==> src/rtl/uart_pkg.sv <==
// Definitions shared by the UART receive and transmit paths: FSM state encoding
// and the oversample clock-divider computation.
package uart_pkg;

    typedef enum logic [1:0] {
        ST_IDLE  = 2'd0,
        ST_START = 2'd1,
        ST_DATA  = 2'd2,
        ST_STOP  = 2'd3
    } uart_state_e;

    // System clocks per oversample tick, truncated toward zero.
    function automatic int calc_div(input int clk_freq_hz, input int baud, input int oversample);
        return clk_freq_hz / (baud * oversample);
    endfunction

endpackage

==> src/rtl/uart_os_tick_gen.sv <==
// Free-running mod-DIV divider; os_tick pulses for one clk every DIV clks and never stops.
module uart_os_tick_gen #(
    parameter int DIV = 325
) (
    input  logic clk,
    input  logic reset,
    output logic os_tick
);

    localparam int            CW       = (DIV > 1) ? $clog2(DIV) : 1;
    localparam logic [CW-1:0] CNT_LAST = CW'(DIV - 1);

    logic [CW-1:0] cnt_q;
    logic [CW-1:0] cnt_d;

    always_comb begin
        // NOTE: cnt_d gets a default before any condition, so no path leaves it unassigned and no latch is inferred.
        cnt_d = cnt_q + CW'(1);
        if (cnt_q == CNT_LAST) begin
            cnt_d = '0;
        end
    end

    always_ff @(posedge clk or negedge reset) begin
        if (!reset) begin
            cnt_q <= '0;
        end else begin
            cnt_q <= cnt_d;
        end
    end

    assign os_tick = (cnt_q == CNT_LAST);

endmodule

==> src/rtl/uart_rx_bit_sampler.sv <==
// UART receive front end: synchronises rx, qualifies the start bit, samples data bits at
// mid-bit and emits each bit with a registered one-clk strobe, plus end-of-frame status.
module uart_rx_bit_sampler
    import uart_pkg::*;
#(
    parameter int CLK_FREQ_HZ = 50_000_000,
    parameter int BAUD        = 9600,
    parameter int OVERSAMPLE  = 16,
    parameter int DATA_BITS   = 8
) (
    input  logic clk,
    input  logic reset,
    input  logic rx_in,
    output logic bit_out,
    output logic bit_tick,
    output logic frame_done,
    output logic frame_error,
    output logic busy
);

    localparam int DIV = calc_div(CLK_FREQ_HZ, BAUD, OVERSAMPLE);
    localparam int OW  = $clog2(OVERSAMPLE);
    localparam int BW  = (DATA_BITS > 1) ? $clog2(DATA_BITS) : 1;

    localparam logic [OW-1:0] OS_MID   = OW'(OVERSAMPLE / 2 - 1);
    localparam logic [OW-1:0] OS_LAST  = OW'(OVERSAMPLE - 1);
    localparam logic [BW-1:0] BIT_LAST = BW'(DATA_BITS - 1);

    logic        sync1_q;
    logic        rx_s_q;
    logic        os_tick;

    uart_state_e state_q;
    logic        armed_q;
    logic [OW-1:0] os_cnt_q;
    logic [BW-1:0] bit_idx_q;
    logic        sample_pend_q;
    logic        bit_out_q;
    logic        bit_tick_q;
    logic        frame_done_q;
    logic        frame_error_q;

    // Two-flop synchroniser; resets to the idle-high line level.
    always_ff @(posedge clk or negedge reset) begin
        if (!reset) begin
            sync1_q <= 1'b1;
            rx_s_q  <= 1'b1;
        end else begin
            // NOTE: non-blocking so rx_s_q takes the old sync1_q, giving two real flop stages.
            sync1_q <= rx_in;
            rx_s_q  <= sync1_q;
        end
    end

    uart_os_tick_gen #(
        .DIV (DIV)
    ) u_os_tick_gen (
        .clk     (clk),
        .reset   (reset),
        .os_tick (os_tick)
    );

    always_ff @(posedge clk or negedge reset) begin
        if (!reset) begin
            state_q       <= ST_IDLE;
            armed_q       <= 1'b0;
            os_cnt_q      <= '0;
            bit_idx_q     <= '0;
            sample_pend_q <= 1'b0;
            bit_out_q     <= 1'b1;
            bit_tick_q    <= 1'b0;
            frame_done_q  <= 1'b0;
            frame_error_q <= 1'b0;
        end else begin
            // Strobe lags the bit_out update by one clk so the SIPO sees settled data.
            bit_tick_q    <= sample_pend_q;
            sample_pend_q <= 1'b0;
            frame_done_q  <= 1'b0;
            if (os_tick) begin
                unique case (state_q)
                    ST_IDLE: begin
                        if (rx_s_q) begin
                            armed_q <= 1'b1;
                        end else if (armed_q) begin
                            state_q  <= ST_START;
                            os_cnt_q <= '0;
                        end
                    end
                    ST_START: begin
                        if (os_cnt_q == OS_MID) begin
                            os_cnt_q <= '0;
                            if (rx_s_q) begin
                                state_q <= ST_IDLE;
                            end else begin
                                state_q   <= ST_DATA;
                                bit_idx_q <= '0;
                            end
                        end else begin
                            os_cnt_q <= os_cnt_q + OW'(1);
                        end
                    end
                    ST_DATA: begin
                        if (os_cnt_q == OS_LAST) begin
                            os_cnt_q      <= '0;
                            bit_out_q     <= rx_s_q;
                            sample_pend_q <= 1'b1;
                            if (bit_idx_q == BIT_LAST) begin
                                state_q <= ST_STOP;
                            end else begin
                                bit_idx_q <= bit_idx_q + BW'(1);
                            end
                        end else begin
                            os_cnt_q <= os_cnt_q + OW'(1);
                        end
                    end
                    ST_STOP: begin
                        if (os_cnt_q == OS_LAST) begin
                            os_cnt_q      <= '0;
                            frame_done_q  <= 1'b1;
                            frame_error_q <= ~rx_s_q;
                            // A low stop bit leaves IDLE unarmed so a break cannot start a frame.
                            armed_q       <= rx_s_q;
                            state_q       <= ST_IDLE;
                        end else begin
                            os_cnt_q <= os_cnt_q + OW'(1);
                        end
                    end
                    default: state_q <= ST_IDLE;
                endcase
            end
        end
    end

    assign bit_out     = bit_out_q;
    assign bit_tick    = bit_tick_q;
    assign frame_done  = frame_done_q;
    assign frame_error = frame_error_q;
    assign busy        = (state_q != ST_IDLE);

endmodule

==> config.mk <==
export PLATFORM = sky130hd
export DESIGN_NAME = uart_rx_bit_sampler
export DESIGN_NICKNAME = d
export VERILOG_FILES = /design/src/rtl/uart_pkg.sv /design/src/rtl/uart_os_tick_gen.sv /design/src/rtl/uart_rx_bit_sampler.sv
export SDC_FILE = /design/constraint.sdc
export NUM_CORES = 1
export LEC_CHECK = 0
export ABC_AREA = 1
export BUFFER_PORTS_ARGS = -buffer_cell sky130_fd_sc_hd__buf_2
export CORE_AREA = 2 2 51 53
export CTS_CLUSTER_SIZE = 24
export DETAILED_ROUTE_END_ITERATION = 6
export DIE_AREA = 0 0 53 55
export GPL_TIMING_DRIVEN = 0
export PLACE_DENSITY = 0.81
export SKIP_LAST_GASP = 1
export SYNTH_ARGS = -nofsm -noshare
export SYNTH_HDL_FRONTEND = slang
export SYNTH_HIERARCHICAL = 1
export SYNTH_SLANG_ARGS = --single-unit
==> constraint.sdc <==
create_clock -name clk -period 1.8 [get_ports clk]
set_input_delay 0.54 -clock clk [delete_from_list [all_inputs] [get_ports clk]]
set_output_delay 0.54 -clock clk [all_outputs]
set_load 0.005 [all_outputs]
== Yosys cells after proc, flatten, opt, wreduce, memory -nomap -nowiden ==
Index checks and enable logic that the tools add are counted.

* Bits in registers: 26
* Input bits: 3
* Output and inout bits: 5
* Logic and storage cells: 70

* $add $sub $neg: 3
* Bitwise gates (word level): 1
* Equality and inequality tests: 16
* Mux-type cells: 27
* Reductions and logical operators: 11

{| class="wikitable"
|+ Operators with widths
! cell !! number
|-
| $ne 2x2->1 const B || 9
|-
| $mux 4 || 4
|-
| $mux 2 || 7
|-
| $mux 3 || 4
|-
| $pmux 4 s3 || 1
|-
| $add 9x1->9 const B || 1
|-
| $eq 9x9->1 const B || 1
|-
| $mux 9 || 1
|-
| $reduce_and 3->1 || 3
|-
| $pmux 2 s4 || 1
|-
| $mux 1 || 7
|-
| $reduce_and 7->1 || 1
|-
| $pmux 3 s2 || 1
|-
| $reduce_and 6->1 || 1
|-
| $reduce_bool 2->1 || 3
|-
| $add 4x1->4 const B || 1
|-
| $eq 2x2->1 const B || 2
|-
| $eq 4x3->1 const B || 1
|-
| $eq 4x4->1 const B || 1
|-
| $reduce_and 4->1 || 1
|-
| $add 3x1->3 const B || 1
|-
| $eq 3x3->1 const B || 1
|-
| $eq 2x1->1 const B || 1
|-
| $logic_not 2->1 || 1
|-
| 3 further kinds || 3
|}

== Logic depth before layout (Yosys ltp) ==
Gate-level depths: netlist of the first run.

* Depth in word-level cells: 4
* Gate-level depth with buffers: 11
* Depth with buffers taken out: 11

== Hierarchy ==
The synthesis of the first run kept the hierarchy.

{| class="wikitable"
|+ By module, submodules not included
! module !! area an instance (µm²) !! cells each !! seq. area each (µm²) !! instances
|-
| uart_rx_bit_sampler || 847.1 || 94 || 429.2 || 1
|-
| uart_os_tick_gen || 480.5 || 67 || 225.2 || 1
|}

== Least setup slack after synthesis of the first run ==
Ideal clock, no wire load.

* Path kind: reg-to-reg
* From: register u_os_tick_gen.cnt_q[0]
* To: register armed_q
* Arrival time: 1356 ps
* Clock period less this slack: 1484 ps
* Setup time: 128 ps
* Path slack: 316 ps
* Path buffers: 0
* Required time: 1672 ps
* Cell stages (with the launch flop): 10
* Path through: dfrtp_1 > inv_1 > ha_1 > nand2_1 > nor2_1 > nand2_1 > inv_2 > inv_1 > nor3_2 > o21ai_0

* Longest elaborated chain between the ends: 2

{| class="wikitable"
|+ RTL lines
! item !! RTL line !! text
|-
| from (decl) || uart_os_tick_gen.sv:13 || <nowiki>logic [CW-1:0] cnt_q;</nowiki>
|-
| from (signal assigned) || uart_os_tick_gen.sv:28 || <nowiki>cnt_q <= cnt_d;</nowiki>
|-
| $eq 9x9->1 || uart_os_tick_gen.sv:32 || <nowiki>assign os_tick = (cnt_q == CNT_LAST);</nowiki>
|-
| named net os_tick || uart_rx_bit_sampler.sv:31 || <nowiki>logic os_tick;</nowiki>
|-
| $reduce_and 4->1 (no line) || n/a ||
|-
| to (signal assigned) || uart_rx_bit_sampler.sv:122 || <nowiki>armed_q <= rx_s_q;</nowiki>
|-
| to (decl) || uart_rx_bit_sampler.sv:34 || <nowiki>logic armed_q;</nowiki>
|}

The timed path passes the listed nets, and every way through them passes these cells.
A chain may end at the register's enable or synchronous reset.

== Worst setup path after layout of the first run ==
* From: register u_os_tick_gen.cnt_q[0]
* To: register os_cnt_q[3]

* Longest elaborated chain between the ends: 2

{| class="wikitable"
|+ RTL lines
! item !! RTL line !! text
|-
| $eq 9x9->1 || uart_os_tick_gen.sv:32 ||
|-
| named net os_tick || uart_rx_bit_sampler.sv:31 ||
|-
| $reduce_and 3->1 (no line) || n/a ||
|-
| to (signal assigned) || uart_rx_bit_sampler.sv:99 || <nowiki>os_cnt_q <= os_cnt_q + OW'(1);</nowiki>
|-
| to (signal assigned) || uart_rx_bit_sampler.sv:113 || <nowiki>os_cnt_q <= os_cnt_q + OW'(1);</nowiki>
|-
| to (signal assigned) || uart_rx_bit_sampler.sv:125 || <nowiki>os_cnt_q <= os_cnt_q + OW'(1);</nowiki>
|-
| to (decl) || uart_rx_bit_sampler.sv:35 || <nowiki>logic [OW-1:0] os_cnt_q;</nowiki>
|}

The timed path passes the listed nets, and every way through them passes these cells.

==> results of run 1 <==
-- per-layer routing --
layer	GRT usage	routed length (µm)
met1	0.2114	1003
met2	0.3563	1361
met3	0.02419	58
met4	0.1197	40
met5	0	0
-- cells in the final DEF, fill, tap and decap left out --
cell        count
dfrtp_2         1
nand3_1         9
a21oi_1         3
o22ai_1         1
a22oi_2         1
clkinvlp_4      1
nand2_2         5
ha_1            4
buf_4           6
nor2_1         16
inv_1          18
a21oi_4         1
ha_4            1
nand4_1         1
nand2_1        47
inv_4           1
dfstp_2         3
xnor2_1         1
inv_2           3
o21ai_0         8
buf_6           3
xor2_1          2
clkbuf_4        3
nor2_4          3
clkbuf_8        1
dfrtp_1        22
nor2_2          4
nor3_2          1
nor3_4          1
mux2i_1         1
buf_2           7
nand3_4         1
-- kinds of logic after synthesis --
group / count (synthesis)
simple gates: 88
flops: 26
buf+inv: 24
compound gates: 14
fa+ha+maj: 5
xor+xnor: 3
mux: 1
-- final timing paths --
kind                                          endpoint              startpoint  depth (start not counted)  slack [ps]
worst max-delay path                       os_cnt_q[3]  u_os_tick_gen/cnt_q[0]                         10          60
worst min-delay path            u_os_tick_gen/cnt_q[4]                   reset                          1         200
worst max register to register             os_cnt_q[3]  u_os_tick_gen/cnt_q[0]                         10          60
worst min register to register                bit_tick           sample_pend_q                          0         370
max in group asynchronous       u_os_tick_gen/cnt_q[0]                   reset                          1        1200
min in group clk                               sync1_q                   rx_in                          1         310
-- where the power goes --
part	internal (mW)	leakage, nW	switching [mW]
clock	0.123	0.0210	0.163
combinational	0.00177	0.425	0.0131
sequential	0.588	0.338	0.000935
total	0.714	0.784	0.177
-- worst max-delay path: cells and delay by family (launching register included) --
kind / cells / cell delay (ps)
flops: 1 / 460
fa+ha+maj: 1 / 130
buf+inv: 4 / 500
compound gates: 2 / 300
simple gates: 3 / 250
-- cell type report --
cell class              count  area [µm²]
plain buffers               1       11.26
clock buffers               4       36.28
fillers                   206       805.8
inverters                  23       92.59
multi-input cells         111       623.1
flip-flops and latches     26       655.6
well taps                  30       37.54
repair buffers             15       102.6
-- flip-flops by register name, summed over array words and instances (netlist names), named ones only --
name,flops
armed_q,1
bit_out,1
sync1_q,1
rx_s_q,1
sample_pend_q,1
state_q,1
frame_done,1
bit_tick,1
frame_error,1
bit_idx_q,3
os_cnt_q,4
u_os_tick_gen/cnt_q,9
-- metrics by stage --
stage | cell area [µm²] | hold WS (ps) | setup TNS [ps] | instances
6_report | 1559 | 198.6 | 0 | 210
5_1_grt | 1559 | 232.0 | -125.0 | 210
4_1_cts | 1441 | 204.6 | -3.596 | 202
3_5_place_dp | 1400 | 343.2 | 0 | 198
3_3_place_gp | 1400 | 335.9 | 0 | 198
2_1_floorplan | 1328 | 244.4 | 0 | 161
-- what timing repair did --
item	4_1_cts	5_1_grt
setup endpoints to repair	2	13
pin swaps	0	3
setup buffers	0	8
cloned	0	0
gates resized for setup	1	16
==> metrics.csv, run 1 <==
stage;metric;value;unit
critical_path;CP endpoint kind;flip-flop;
synth;syn avg cell area;8.245;µm²
synth;post-synthesis adder-cell area fraction;0.04713;
critical_path;Worst Path Max Fanout;6;
job;Max-cap violations;0;
detailed_routing;total wire length;2.462;mm
detailed_routing;first-pass iteration count of the detailed router;4;
cts;CTS tree;yes;
synth;Yosys Warn Count;6;
timing;setup ws final;57.50;ps
synth;syn nets;169;
placement;gp weighted congestion;0.8194;
synth;XOR/XNOR Fraction of Synth Area;0.01979;
synth;combinational family with the most area after synthesis;simple AND/OR/NAND/NOR gates;
timing;setup violators final;0;
final_layout;Core Util, Final;0.6593;
power;leakage;0.7836;nW
global_routing;number of global-route vias before repair;1015;
synth;post-synthesis mux area share;0.007540;
critical_path;Crit Path Category;reg2reg;
timing;final hold violations;0;
cts;Inserted Clock Buffers;3;
power;cell area power density;571.2;nW/µm²
die;I/O pin cnt;8;
final_layout;layout cells sized above 1;0.2611;
synth;post-synthesis sequential area ratio;0.4929;
die;initial core utilization;0.5614;
synth;ys flop type;dfrtp_1;
synth;Seq cells post-synth;26;
timing;fmax;573.9;MHz
outcome;status;completed;
timing;period utilisation layout;0.9681;
synth;area leader, netlist;dfrtp_1;
timing;pins over their slew limit;0;
detailed_routing;Vias;1071;
critical_path;CP arrival;1950;ps
detailed_routing;DRT iter0 DRCs;26;
power;peak supply drop;0.4001;mV
cts;H-Tree Depth;1;
cts;worst skew pair latency;310;ps
synth;Post-synth top cells;nand2_1 (48), dfrtp_1 (23), inv_1 (21), nor2_1 (18), nand3_1 (9);
critical_path;Worst setup SP type;flip-flop;
synth;asr flop ratio synth;1.000;
die;Core ar.;2365;µm²
global_routing;total track usage;0.1929;
global_routing;initial antenna violation count;0;
cts;Clock Tree Buf Depth;2;
synth;Syn Inst Count;161;
die;Die ar.;2915;µm²
final_layout;fin nets;189;
die;DIE HEIGHT;55;µm
placement;DPL Wire Length;1.800;mm
hold_path;HP Class;in2async;
global_routing;largest net degree at the start of global routing;27;
cts;CTS root buf;clkbuf_4;
timing;Slew @ Worst Pin;579.5;ps
cts;clk slew on worst S/H paths;140;ps
detailed_routing;Post-route DRC;0;
synth;Post-Synth Simple-Gate Area;0.3035;
detailed_routing;via density per instance;5.100;
synth;EDFF count, synth;0;
cts;CTS Sinks;26;
critical_path;Worst Path Required;2010;ps
synth;synthesized area;1328;µm²
detailed_routing;routed len/inst;11.72;µm
final_layout;synth-to-layout area growth;17.44;%
timing;Fin Clk Skew;9.115;ps
power;Total Power;0.8904;mW
placement;PortBufs;7;
synth;Yosys cell types;23;
timing;RSZ-0062 raised after global routing;true;
die;row count;18;
timing;Tmin final;1742;ps
placement;pre-CTS setup slack;33.00;ps
global_routing;first-pass GRT wire length;4.050;mm
timing;Slew HR;0.6137;
detailed_routing;Final ANT Viol Nets;0;
synth;Compound-Gate Fraction of Synth Area;0.05844;
critical_path;highest-delay cell along the critical path;dfrtp_2;
critical_path;critical path, cell by cell;inv_2 -> ha_4 -> nand2_1 -> nor2_2 -> nand2_2 -> inv_4 -> clkinvlp_4 -> a21oi_4 -> buf_6 -> o22ai_1;
final_layout;diode count;0;
synth;Yosys top cell area share;0.4336;
synth;most common cell in the synthesized netlist;nand2_1;
critical_path;max incr delay on CP;460;ps
synth;top cells by area in the synthesized netlist;dfrtp_1 (43%), nand2_1 (14%), dfstp_2 (5.9%), inv_1 (5.9%), nor2_1 (5.1%);
cts;Hold Buf Count CTS;0;
global_routing;global route total overflow;0;
die;die width;53;µm
(Power assumes the default switching activity.)
==> run 2, diff against run 1 <==
--- a/config.mk
+++ b/config.mk
@@ -13,6 +13,7 @@
 export DIE_AREA = 0 0 53 55
 export GPL_TIMING_DRIVEN = 0
 export PLACE_DENSITY = 0.81
+export RECOVER_POWER = 50
 export SKIP_LAST_GASP = 1
 export SYNTH_ARGS = -nofsm -noshare
 export SYNTH_HDL_FRONTEND = slang
==> run 2 against run 1 <==
Clock skew stayed put. Critical path type unchanged. Largest cell class unchanged. Via count is 0.19% higher. Critical endpoint unchanged. Final area hardly changed. Clock power hardly changed. Largest power group unchanged. Worst hold slack better by 110 ps. Maximum frequency stayed put.
==> metrics.csv, run 2 (synthesized netlist as in run 1, its figures left out) <==
stage;metric;value;unit
outcome;status;completed;
detailed_routing;first-pass iteration count of the detailed router;4;
placement;PortBufs;7;
detailed_routing;routed len/inst;11.70;µm
placement;DPL Wire Length;1.800;mm
final_layout;design area;1558;µm²
die;Core ar.;2365;µm²
global_routing;global route total overflow;0;
timing;fmax;573.9;MHz
final_layout;layout cells sized above 1;0.2556;
die;initial core utilization;0.5614;
detailed_routing;via density per instance;5.110;
hold_path;HP Class;in2reg;
final_layout;Core Util, Final;0.6587;
timing;final hold violations;0;
timing;WHS;308.3;ps
global_routing;largest net degree at the start of global routing;27;
power;cell area power density;571.4;nW/µm²
final_layout;commonest non-fill, non-tap cell in the layout;nand2_1;
placement;gp weighted congestion;0.8194;
global_routing;first-pass GRT wire length;4.050;mm
final_layout;Largest Register;u_os_tick_gen/cnt_q;
critical_path;Worst Path Max Fanout;6;
timing;Slew HR;0.07952;
detailed_routing;Post-route DRC;0;
die;DIE HEIGHT;55;µm
cts;worst skew pair latency;310;ps
final_layout;synth-to-layout area growth;17.34;%
cts;CTS Sinks;26;
timing;Fin Clk Skew;9.115;ps
critical_path;CP delay by family, top;buffers and inverters;
cts;CTS root buf;clkbuf_4;
final_layout;number of flip-flops in the largest register;9;
critical_path;critical path, cell by cell;inv_2 -> ha_4 -> nand2_1 -> nor2_2 -> nand2_2 -> inv_4 -> clkinvlp_4 -> a21oi_4 -> buf_6 -> o22ai_1;
cts;clk slew on worst S/H paths;140;ps
cts;Hold Buf Count CTS;0;
critical_path;Worst setup SP type;flip-flop;
detailed_routing;Vias;1073;
final_layout;most frequent cells in the layout;nand2_1 (47), dfrtp_1 (22), inv_1 (18);
global_routing;number of global-route vias before repair;1015;
placement;Placed Area;1400;µm²
critical_path;Bufs and invs on worst path;4;
critical_path;Worst Path Required;2010;ps
timing;period utilisation layout;0.9681;
timing;Slew @ Worst Pin;1381;ps
die;row count;18;
timing;Tmin final;1742;ps
final_layout;diode count;0;
timing;TNS Setup;0;ps
global_routing;initial antenna violation count;0;
die;Die ar.;2915;µm²
critical_path;CP arrival;1950;ps
cts;H-Tree Depth;1;
cts;Clock Tree Buf Depth;2;
die;I/O pin cnt;8;
timing;RSZ-0062 raised after global routing;true;
detailed_routing;total wire length;2.458;mm
timing;pins over their slew limit;0;
detailed_routing;DRT iter0 DRCs;26;
global_routing;total track usage;0.1929;
detailed_routing;Final ANT Viol Nets;0;
cts;Inserted Clock Buffers;3;
power;leakage;0.7808;nW
critical_path;CP endpoint kind;flip-flop;
job;Max-cap violations;0;
critical_path;max incr delay on CP;460;ps
critical_path;Crit Path Category;reg2reg;
critical_path;worst reg2reg setup slack;60;ps
critical_path;highest-delay cell along the critical path;dfrtp_2;
die;die width;53;µm
cts;CTS tree;yes;
final_layout;Largest regs;u_os_tick_gen/cnt_q (9), os_cnt_q (4), bit_idx_q (3);
timing;setup violators final;0;
power;peak supply drop;0.4001;mV
final_layout;fin nets;189;
==> run 2: changes by cell type in the layout (fill, tap and decap cells not counted), sizes merged <==
| cell | change |
|---|---|
| clkbuf | +1 |
| buf | -1 |
==> run 2: metal layers <==
layer  GRT usage  part of all wire  up-vias
met5           0                 0        -
met4      0.1197             0.016        0
met3     0.02419             0.023        6
met2      0.3563              0.55       20
met1      0.2114              0.41      508
li1            -                 -      539
==> run 2: through the flow <==
stage                     setup slack, ps  std cells  power, mW
after global placement              132.8        198     0.6152
after CTS                          -3.596        202     0.9084
after floorplan                     315.6        161     0.6013
final                               57.50        210     0.8900
after global routing               -53.36        210     0.9313
after detailed placement            33.00        198     0.6159
==> run 2: report_power, final <==
part	leakage, nW	switching (mW)	internal [mW]	total [mW]
clock	0.0210	0.163	0.123	0.286
combinational	0.422	0.0130	0.00138	0.0144
sequential	0.338	0.000935	0.588	0.589
==> run 2: worst paths after layout <==
| check | startpoint | end | cells after the start |
|---|---|---|---|
| worst max-delay path | u_os_tick_gen/cnt_q[0] | os_cnt_q[3] | 10 |
| worst min-delay path | rx_in | sync1_q | 1 |
| worst max register to register | u_os_tick_gen/cnt_q[0] | os_cnt_q[3] | 10 |
| worst min register to register | sample_pend_q | bit_tick | 0 |
| max in group asynchronous | reset | u_os_tick_gen/cnt_q[0] | 1 |
| min in group asynchronous | reset | u_os_tick_gen/cnt_q[4] | 1 |
==> run 2: area by class of cell <==
cell class	instances	area, µm²
plain buffers	1	11.26
clock buffers	4	36.28
fillers	205	807.0
inverters	23	92.59
multi-input cells	111	623.1
flip-flops and latches	26	655.6
well taps	30	37.54
repair buffers	15	101.3
==> run 2: repair_timing <==
action	4_1_cts	5_1_grt
resized for setup	1	16
buffers inserted	0	8
endpoints found under the setup margin	2	13
pin swaps	0	3
